### src/rtl/pipe_reg_elastic.sv
// Elastic DEPTH-deep pipeline register with valid/ready handshake, bubble collapse and flush.
// Sits between two CPU pipeline stages; empty stages take the entry behind them so gaps close under stall.
module pipe_reg_elastic #(
    parameter int                DATA_W     = 32,
    parameter int                DEPTH      = 1,
    parameter logic [DATA_W-1:0] BUBBLE_VAL = '0
) (
    input  logic                         CLK,
    input  logic                         nRST,
    input  logic                         in_valid,
    output logic                         in_ready,
    input  logic [DATA_W-1:0]            in_data,
    input  logic                         flush,
    output logic                         out_valid,
    input  logic                         out_ready,
    output logic [DATA_W-1:0]            out_data,
    output logic [$clog2(DEPTH+1)-1:0]   occupancy
);

    localparam int OCC_W = $clog2(DEPTH+1);

    generate
        if (DEPTH < 1 || DEPTH > 4) begin : g_bad_depth
            $error("pipe_reg_elastic: DEPTH must be in 1..4");
        end
    endgenerate

    logic [DEPTH-1:0]             r_v;
    logic [DEPTH-1:0][DATA_W-1:0] r_d;
    logic [OCC_W-1:0]             r_occ;

    logic [DEPTH-1:0]             w_adv;
    logic [DEPTH-1:0]             w_v_nxt;
    logic [DEPTH-1:0][DATA_W-1:0] w_d_nxt;
    logic                         w_xfer;
    logic                         w_out_hs;

    // Advance is resolved from the output backwards: a stage moves if the one ahead is empty or moving.
    always_comb begin
        w_adv            = '0;
        w_adv[DEPTH-1]   = r_v[DEPTH-1] & out_ready;
        for (int k = DEPTH - 2; k >= 0; k--) begin
            w_adv[k] = r_v[k] & (~r_v[k+1] | w_adv[k+1]);
        end
    end

    assign in_ready = ~nRST | (~flush & (~r_v[0] | w_adv[0]));
    assign w_xfer   = in_valid & in_ready;
    assign w_out_hs = r_v[DEPTH-1] & out_ready;

    always_comb begin
        w_v_nxt = r_v;
        w_d_nxt = r_d;
        for (int k = DEPTH - 1; k >= 1; k--) begin
            if (w_adv[k-1]) begin
                w_v_nxt[k] = 1'b1;
                w_d_nxt[k] = r_d[k-1];
            end else if (w_adv[k]) begin
                w_v_nxt[k] = 1'b0;
            end
        end
        if (w_xfer) begin
            w_v_nxt[0] = 1'b1;
            w_d_nxt[0] = in_data;
        end else if (w_adv[0]) begin
            w_v_nxt[0] = 1'b0;
        end
    end

    // Flush reloads bubbles so downstream control fields decode as a NOP.
    always_ff @(posedge CLK or negedge nRST) begin
        if (!nRST) begin
            r_v   <= '0;
            r_d   <= {DEPTH{BUBBLE_VAL}};
            r_occ <= '0;
        end else if (flush) begin
            r_v   <= '0;
            r_d   <= {DEPTH{BUBBLE_VAL}};
            r_occ <= '0;
        end else begin
            r_v   <= w_v_nxt;
            r_d   <= w_d_nxt;
            r_occ <= r_occ + OCC_W'(w_xfer) - OCC_W'(w_out_hs);
        end
    end

    assign out_valid = r_v[DEPTH-1];
    assign out_data  = r_d[DEPTH-1];
    assign occupancy = r_occ;

endmodule

### config.mk
export PLATFORM = sky130hd
export DESIGN_NAME = pipe_reg_elastic
export DESIGN_NICKNAME = d
export VERILOG_FILES = /design/src/rtl/pipe_reg_elastic.sv
export SDC_FILE = /design/constraint.sdc
export NUM_CORES = 1
export LEC_CHECK = 0
export BUFFER_PORTS_ARGS = -buffer_cell sky130_fd_sc_hd__buf_4
export CORE_MARGIN = 2
export CORE_UTILIZATION = 46
export CTS_CLUSTER_DIAMETER = 120
export DETAILED_ROUTE_END_ITERATION = 8
export PLACE_DENSITY = 0.83
export RECOVER_POWER = 25
export SLEW_MARGIN = 10
export SYNTH_ARGS = -nofsm -noshare
export SYNTH_HDL_FRONTEND = slang
export SYNTH_SLANG_ARGS = --single-unit
export TNS_END_PERCENT = 1
### constraint.sdc
create_clock -name CLK -period 2 [get_ports CLK]
set_clock_uncertainty 0.05 [all_clocks]
set_input_delay 0.2 -clock CLK [delete_from_list [all_inputs] [get_ports CLK]]
set_output_delay 0.2 -clock CLK [all_outputs]
set_load 0.02 [all_outputs]
Yosys cells after proc, flatten, opt, wreduce, memory -nomap -nowiden
Index checks and enable logic that the tools add are counted.
{ "word_totals": {"reg_bits": 34, "output_inout_bits": 35, "word_cells": 21} }
{ "op_classes": {"addsub": 2, "mux": 6, "n_bitwise": 8, "n_reduce_logical": 2} }
{ "op_table": {"columns": ["cell", "n"], "rows": [
  ["$mux 32", 2],
  ["$mux 1", 4],
  ["$and 1x1->1", 3],
  ["$not 1->1", 3],
  ["$reduce_bool 3->1", 1],
  ["$or 1x1->1", 2],
  ["$reduce_bool 2->1", 1],
  ["$add 1x1->1", 1],
  ["$sub 1x1->1", 1]
]} }

Logic depth before layout (Yosys ltp)
Gate-level depths: netlist of the first run.
{ "depth": {"ltp_word": 8, "depth_mapped": 5, "ltp_nobuf": 3} }

Least setup slack after synthesis of the first run
OpenSTA, ideal clock, no wires.
{ "synth_path": {"kind": "register -> output", "start": "register r_v, in the netlist out_valid", "end": "output in_ready", "arrival_ns": 1.147, "t_required_ns": 1.750, "slack_ns": 0.603, "stages_incl_launch_ff": 3, "cell_sequence": "dfrtp_1 > nor2b_1 > o21ai_0"} }
{ "synth_via": {"elab_chain_len": 4, "elab_cells_between_ends": 5, "cone_classes": "bitwise: 5"} }
{ "synth_rtl": {"columns": ["element", "line_no", "rtl"], "rows": [
  ["start, declared", "28", "logic [DEPTH-1:0] r_v;"],
  ["start signal, assigned", "81", "r_v <= w_v_nxt;"],
  ["$and 1x1->1 or $not 1->1 (tied branches)", "41, 47", null],
  ["$or 1x1->1 (*)", "47", "assign in_ready = ~nRST | (~flush & (~r_v[0] | w_adv[0]));"],
  ["$and 1x1->1 (*)", "47", null],
  ["$or 1x1->1 (*)", "47", null],
  ["end, declared", "11", "output logic in_ready,"]
]} }
Mark *: on every way between the ends. The rest lies on a longest branch, timed or not.

Worst setup path in the final report of the first run
{ "layout_path": {"start": "input nRST", "end": "register r_d, in the netlist out_data[9]"} }
{ "layout_via": {"elab_chain_len": 4} }
{ "layout_rtl": {"columns": ["element", "line_no", "rtl"], "rows": [
  ["start, declared", "9", "input logic nRST,"],
  ["$not 1->1", "47", null],
  ["$or 1x1->1", "47", null],
  ["$and 1x1->1", "48", "assign w_xfer = in_valid & in_ready;"],
  ["$reduce_bool 2->1 (no line)", null, null],
  ["end signal, assigned", "74", "r_d <= {DEPTH{BUBBLE_VAL}};"],
  ["end signal, assigned", "78", "r_d <= {DEPTH{BUBBLE_VAL}};"],
  ["end signal, assigned", "82", "r_d <= w_d_nxt;"],
  ["end, declared", "29", "logic [DEPTH-1:0][DATA_W-1:0] r_d;"]
]} }
No other way between the ends.
A chain may end at the register's enable or synchronous reset.

==> flow_metrics.env, run 1 <==
export IMPL_synth_area_mm2=0.00129
export IMPL_seq_power_share_pct=51.0
export IMPL_max_slew_margin_rel_pct=28.8
export IMPL_die_w_um=56.9
export IMPL_clk_pin_slew_ns=0.10
export IMPL_grt_pass1_wl_um=4720
export IMPL_synth_area_per_cell_um2=15.1
export IMPL_vias=1015
export IMPL_grt_overflow=0
export IMPL_start_util_pct=47.5
export IMPL_p_int_mw=1.11
export IMPL_finalPower_mw=1.48
export IMPL_min_path_cells=2
export IMPL_rrSetupSlack_ns=0.18
export IMPL_worstMarginPinSlew_ns=1.07
export IMPL_root_buffer="clkbuf_4"
export IMPL_hold_violations=0
export IMPL_path_class="primary input to flop"
export IMPL_final_common_cell="buf_4"
export IMPL_ys_seq_elements=34
export IMPL_drv_cap=0
export IMPL_worst_path_max_fanout=32
export IMPL_numCtsBuffers=5
export IMPL_arrival_ns=2.09
export IMPL_design_final_nets=198
export IMPL_fin_ws_ns=0.124
export IMPL_power_frac_comb_pct=18.4
export IMPL_hpwl_um=2230
export IMPL_post_route_period_util_pct=93.8
export IMPL_area_growth_syn_to_layout_pct=48.6
export IMPL_core_region_area_mm2=0.00271
export IMPL_mostFrequentLayoutCells="buf_4 (74), dfrtp_1 (34), a22o_1 (32)"
export IMPL_setup_violations=0
export IMPL_drcViolationCount=0
export IMPL_port_buffers=71
export IMPL_design_area_mm2=0.00191
export IMPL_swShare_pct=25.4
export IMPL_p_switching_mw=0.378
export IMPL_grt_setup_unrepaired="false"
export IMPL_grt_usage_pct=19.4
export IMPL_period_needed_ns=1.88
export IMPL_dieArea_mm2=0.00324
export IMPL_post_cts_buffers=0
export IMPL_wl_per_cell_um=15.7
export IMPL_hold_worst_slack_ns=0.0263
export IMPL_endpoint_kind="flop"
export IMPL_cts_buffer_depth=2
export IMPL_cts_tree="yes"
export IMPL_postRouteAntennaNets=0
export IMPL_postSynthNetCount=122
export IMPL_avgViaCountPerCell=5.26
export IMPL_drt_iter0_drc=15
export IMPL_pre_cts_slack_ns=0.200
export IMPL_synth_seq_area_share_pct=66.1
export IMPL_grt_pass1_vias=1006
export IMPL_powerDensity_mw_per_mm2=776
export IMPL_io_pins=72
export IMPL_dp_cells=183
export IMPL_vdd_drop_max_mv=0.750
export IMPL_hold_class="primary input to flop"
export IMPL_finish_utilization_pct=70.6
export IMPL_hold_buffers=2
export IMPL_antennaDiodeCount=0
export IMPL_netlist_instances=85
export IMPL_grt_max_degree=37
export IMPL_htreeDepth=2
export IMPL_slew_violations=0
export IMPL_p_leak_nw=1.04
export IMPL_synth_distinct_cells=15
export IMPL_clkLatencyLatePin_ns=0.33
export IMPL_cp_start_kind="primary input"
export IMPL_r2r_cells=3
export IMPL_fin_cells=193
export IMPL_cts_resized=0
export IMPL_tns_ns=0
export IMPL_gp_congestion=0.645
export IMPL_antenna_found_initial=0
export IMPL_chipHeight_um=56.9
export IMPL_wirelength_um=3030
export IMPL_clock_sinks=34
export IMPL_placed_area_mm2=0.00181
export IMPL_critPathRequiredTime_ns=2.21
export IMPL_max_freq_ghz=0.533
export IMPL_yosysWarnings=0
export IMPL_rows=19
export IMPL_power_frac_clock_pct=30.7
export IMPL_status="finished, final reports clean"
export IMPL_drive_above_1_share_pct=51.9
export IMPL_drtPass1Iterations=4
## metal layers
layer	vias up	track usage (%)	routed length [um]
met2	43	30.7	1520
li1	478	-	-
met5	-	0	0
met4	0	5.98	44
met1	488	24.7	1250
met3	6	7.83	218
## area by class of cell
cell class	instances	area, um^2
Sequential cell	34	851
Clock buffer	8	78.8
Fill cell	222	797
Tap cell	31	38.8
Timing Repair Buffer	76	576
Multi-Input combinational cell	44	369
## power groups by stage
stage / Clock (mW) / Combinational (mW) / Sequential, mW
2_1_floorplan: 0 / 0.0754 / 0.817
3_3_place_gp: 0 / 0.266 / 0.767
3_5_place_dp: 0 / 0.274 / 0.769
4_1_cts: 0.472 / 0.276 / 0.757
5_1_grt: 0.506 / 0.290 / 0.762
6_report: 0.455 / 0.273 / 0.757
## worst max-delay path: stages
cell and delay (ns):
dlygate4sd3_1 0.53, buf_4 0.14, nand3b_4 0.07, and3b_1 0.88, a22o_1 0.26
## registers in the layout, indices dropped and copies added, names as in the netlist
register and flops:
out_data 32, occupancy 1, out_valid 1
## Yosys cell counts
cell type | number | area [um^2]
nand3_1 | 1 | 5.00
o21ai_0 | 1 | 5.00
a22o_1 | 32 | 280
nor3b_1 | 1 | 7.51
a21o_1 | 1 | 7.51
o211ai_1 | 1 | 7.51
dfrtp_1 | 34 | 851
nor2b_1 | 1 | 6.26
buf_6 | 4 | 45.0
a21oi_2 | 1 | 8.76
a21oi_1 | 1 | 5.00
nand3b_4 | 1 | 20.0
and3b_1 | 1 | 8.76
nor2_1 | 2 | 7.51
buf_4 | 3 | 22.5
## path summary, 6_finish.rpt
check,start,to
setup / recovery,nRST,out_data[9]
hold / removal,in_data[27],out_data[27]
setup reg to reg,out_valid,out_data[9]
hold reg to reg,out_data[27],out_data[27]
max in group asynchronous,nRST,out_data[6]
min in group asynchronous,nRST,occupancy
## cells by family (layout without fill, tap and decap cells)
family	after synthesis	after routing	share of synthesized area [%]
buffers and inverters	7	84	5.25
and+or+nand+nor	7	7	4.28
AOI/OAI and AO/OA	37	37	24.4
DFF	34	34	66.1
Note: power is estimated with default switching activity, not from simulation.
==> run 2: changes to the inputs <==
- BUFFER_PORTS_ARGS: -buffer_cell sky130_fd_sc_hd__buf_4 -> default
- CORE_UTILIZATION: 46 -> 55
- DONT_BUFFER_PORTS: default -> 1
- PLACE_DENSITY: 0.83 -> 0.7
==> flow_metrics.env, run 2 (synthesis results as in run 1) <==
export IMPL_rows=17
export IMPL_chipHeight_um=52.4
export IMPL_critPathRequiredTime_ns=1.75
export IMPL_antennaDiodeCount=0
export IMPL_clk_pin_slew_ns=0.09
export IMPL_final_common_cell="dlygate4sd3_1"
export IMPL_grt_pass1_wl_um=4640
export IMPL_powerDensity_mw_per_mm2=783
export IMPL_endpoint_kind="primary output"
export IMPL_crit_slowest_cell="dfrtp_1"
export IMPL_dp_cells=110
export IMPL_post_cts_buffers=0
export IMPL_largest_reg_flops=32
export IMPL_wirelength_um=3050
export IMPL_wl_per_cell_um=20.1
export IMPL_die_w_um=52.4
export IMPL_cp_start_kind="flop"
export IMPL_r2r_cells=4
export IMPL_drtPass1Iterations=4
export IMPL_period_needed_ns=1.61
export IMPL_crit_cells=3
export IMPL_grt_max_degree=35
export IMPL_grt_setup_unrepaired="false"
export IMPL_max_slew_margin_rel_pct=47.4
export IMPL_core_region_area_mm2=0.00221
export IMPL_htreeDepth=2
export IMPL_regToRegStartpoint="out_valid"
export IMPL_drt_iter0_drc=13
export IMPL_antenna_found_initial=0
export IMPL_hpwl_um=1740
export IMPL_rrSetupSlack_ns=0.41
export IMPL_finalPower_mw=1.32
export IMPL_worstMarginPinSlew_ns=0.790
export IMPL_hold_class="primary input to flop"
export IMPL_vdd_drop_max_mv=0.581
export IMPL_tns_ns=0
export IMPL_io_pins=72
export IMPL_vias=894
export IMPL_mostFrequentLayoutCells="dlygate4sd3_1 (35), dfrtp_1 (34), a22o_1 (32)"
export IMPL_path_class="flop to primary output"
export IMPL_dieArea_mm2=0.00274
export IMPL_numCtsBuffers=5
export IMPL_status="finished, final reports clean"
export IMPL_post_route_period_util_pct=80.5
export IMPL_cts_buffer_depth=2
export IMPL_fin_cells=152
export IMPL_hold_violations=0
export IMPL_root_buffer="clkbuf_4"
export IMPL_finish_utilization_pct=76.5
export IMPL_worst_path_buf_inv=1
export IMPL_grt_usage_pct=24.2
export IMPL_fill_cells=143
export IMPL_setup_violations=0
export IMPL_clkLatencyLatePin_ns=0.31
export IMPL_placed_area_mm2=0.00128
export IMPL_startpoint="out_valid"
export IMPL_cts_resized=0
export IMPL_drcViolationCount=0
export IMPL_p_leak_nw=0.819
export IMPL_area_growth_syn_to_layout_pct=31.4
export IMPL_drv_cap=0
export IMPL_clock_sinks=34
export IMPL_avgViaCountPerCell=5.88
export IMPL_gp_congestion=0.585
export IMPL_path_cells="nor2b_1, o21ai_0, buf_4"
export IMPL_drive_above_1_share_pct=10.5
export IMPL_start_util_pct=58.2
export IMPL_design_area_mm2=0.00169
export IMPL_crit_path_end="in_ready"
export IMPL_slew_violations=0
export IMPL_hold_buffers=36
export IMPL_worst_path_max_fanout=5
export IMPL_arrival_ns=1.36
export IMPL_grt_pass1_vias=973
export IMPL_slowest_delay_ns=0.52
export IMPL_critPathTopFamily="flip-flops"
export IMPL_postRouteAntennaNets=0
export IMPL_cts_tree="yes"
export IMPL_r2r_end="out_valid"
export IMPL_port_buffers=0
export IMPL_design_final_nets=162
export IMPL_max_freq_ghz=0.621
export IMPL_grt_overflow=0
==> run 2: final cells by class <==
class,count,area [um^2],area share (%)
flip-flops and latches,34,851,50.3
repair buffers,40,385,22.8
multi-input cells,44,369,21.8
clock buffers,6,51.3,3.03
well taps,28,35.0,2.07
==> run 2: routing by layer <==
metal | track usage [%] | vias to the layer above | part of all wire (%)
li1 | - | 404 | -
met1 | 26.7 | 437 | 37
met2 | 40.6 | 49 | 54
met3 | 10.6 | 4 | 8.3
met4 | 9.40 | 0 | 0.89
met5 | 0 | - | 0
==> run 2: power by group <==
group	internal, mW	switching (mW)
combinational	0.0874	0.0628
clock	0.158	0.201
sequential	0.728	0.0861
total	0.974	0.350
==> run 2: worst min-delay path, stage by stage <==
cell,delay (ns)
a21o_1,0.08
nand3_1,0.06
nor3b_1,0.13
==> run 2: worst min path at each step <==
stage / from / endpoint / slack [ns] / depth (start not counted)
global placement: nRST / out_data[21] / -0.14 / 0
floorplan: nRST / occupancy / -0.15 / 0
CTS: in_valid / occupancy / 0.13 / 3
detailed placement: nRST / out_data[20] / -0.14 / 0
global route: in_valid / occupancy / 0.13 / 3
finish: in_valid / occupancy / 0.15 / 3
==> run 2: stage by stage <==
stage          worst slack, ns  hold slack (ns)
6_report                 0.389            0.147
3_3_place_gp             0.622           -0.145
2_1_floorplan            0.603           -0.146
4_1_cts                  0.380            0.126
3_5_place_dp             0.555           -0.145
5_1_grt                  0.267            0.129
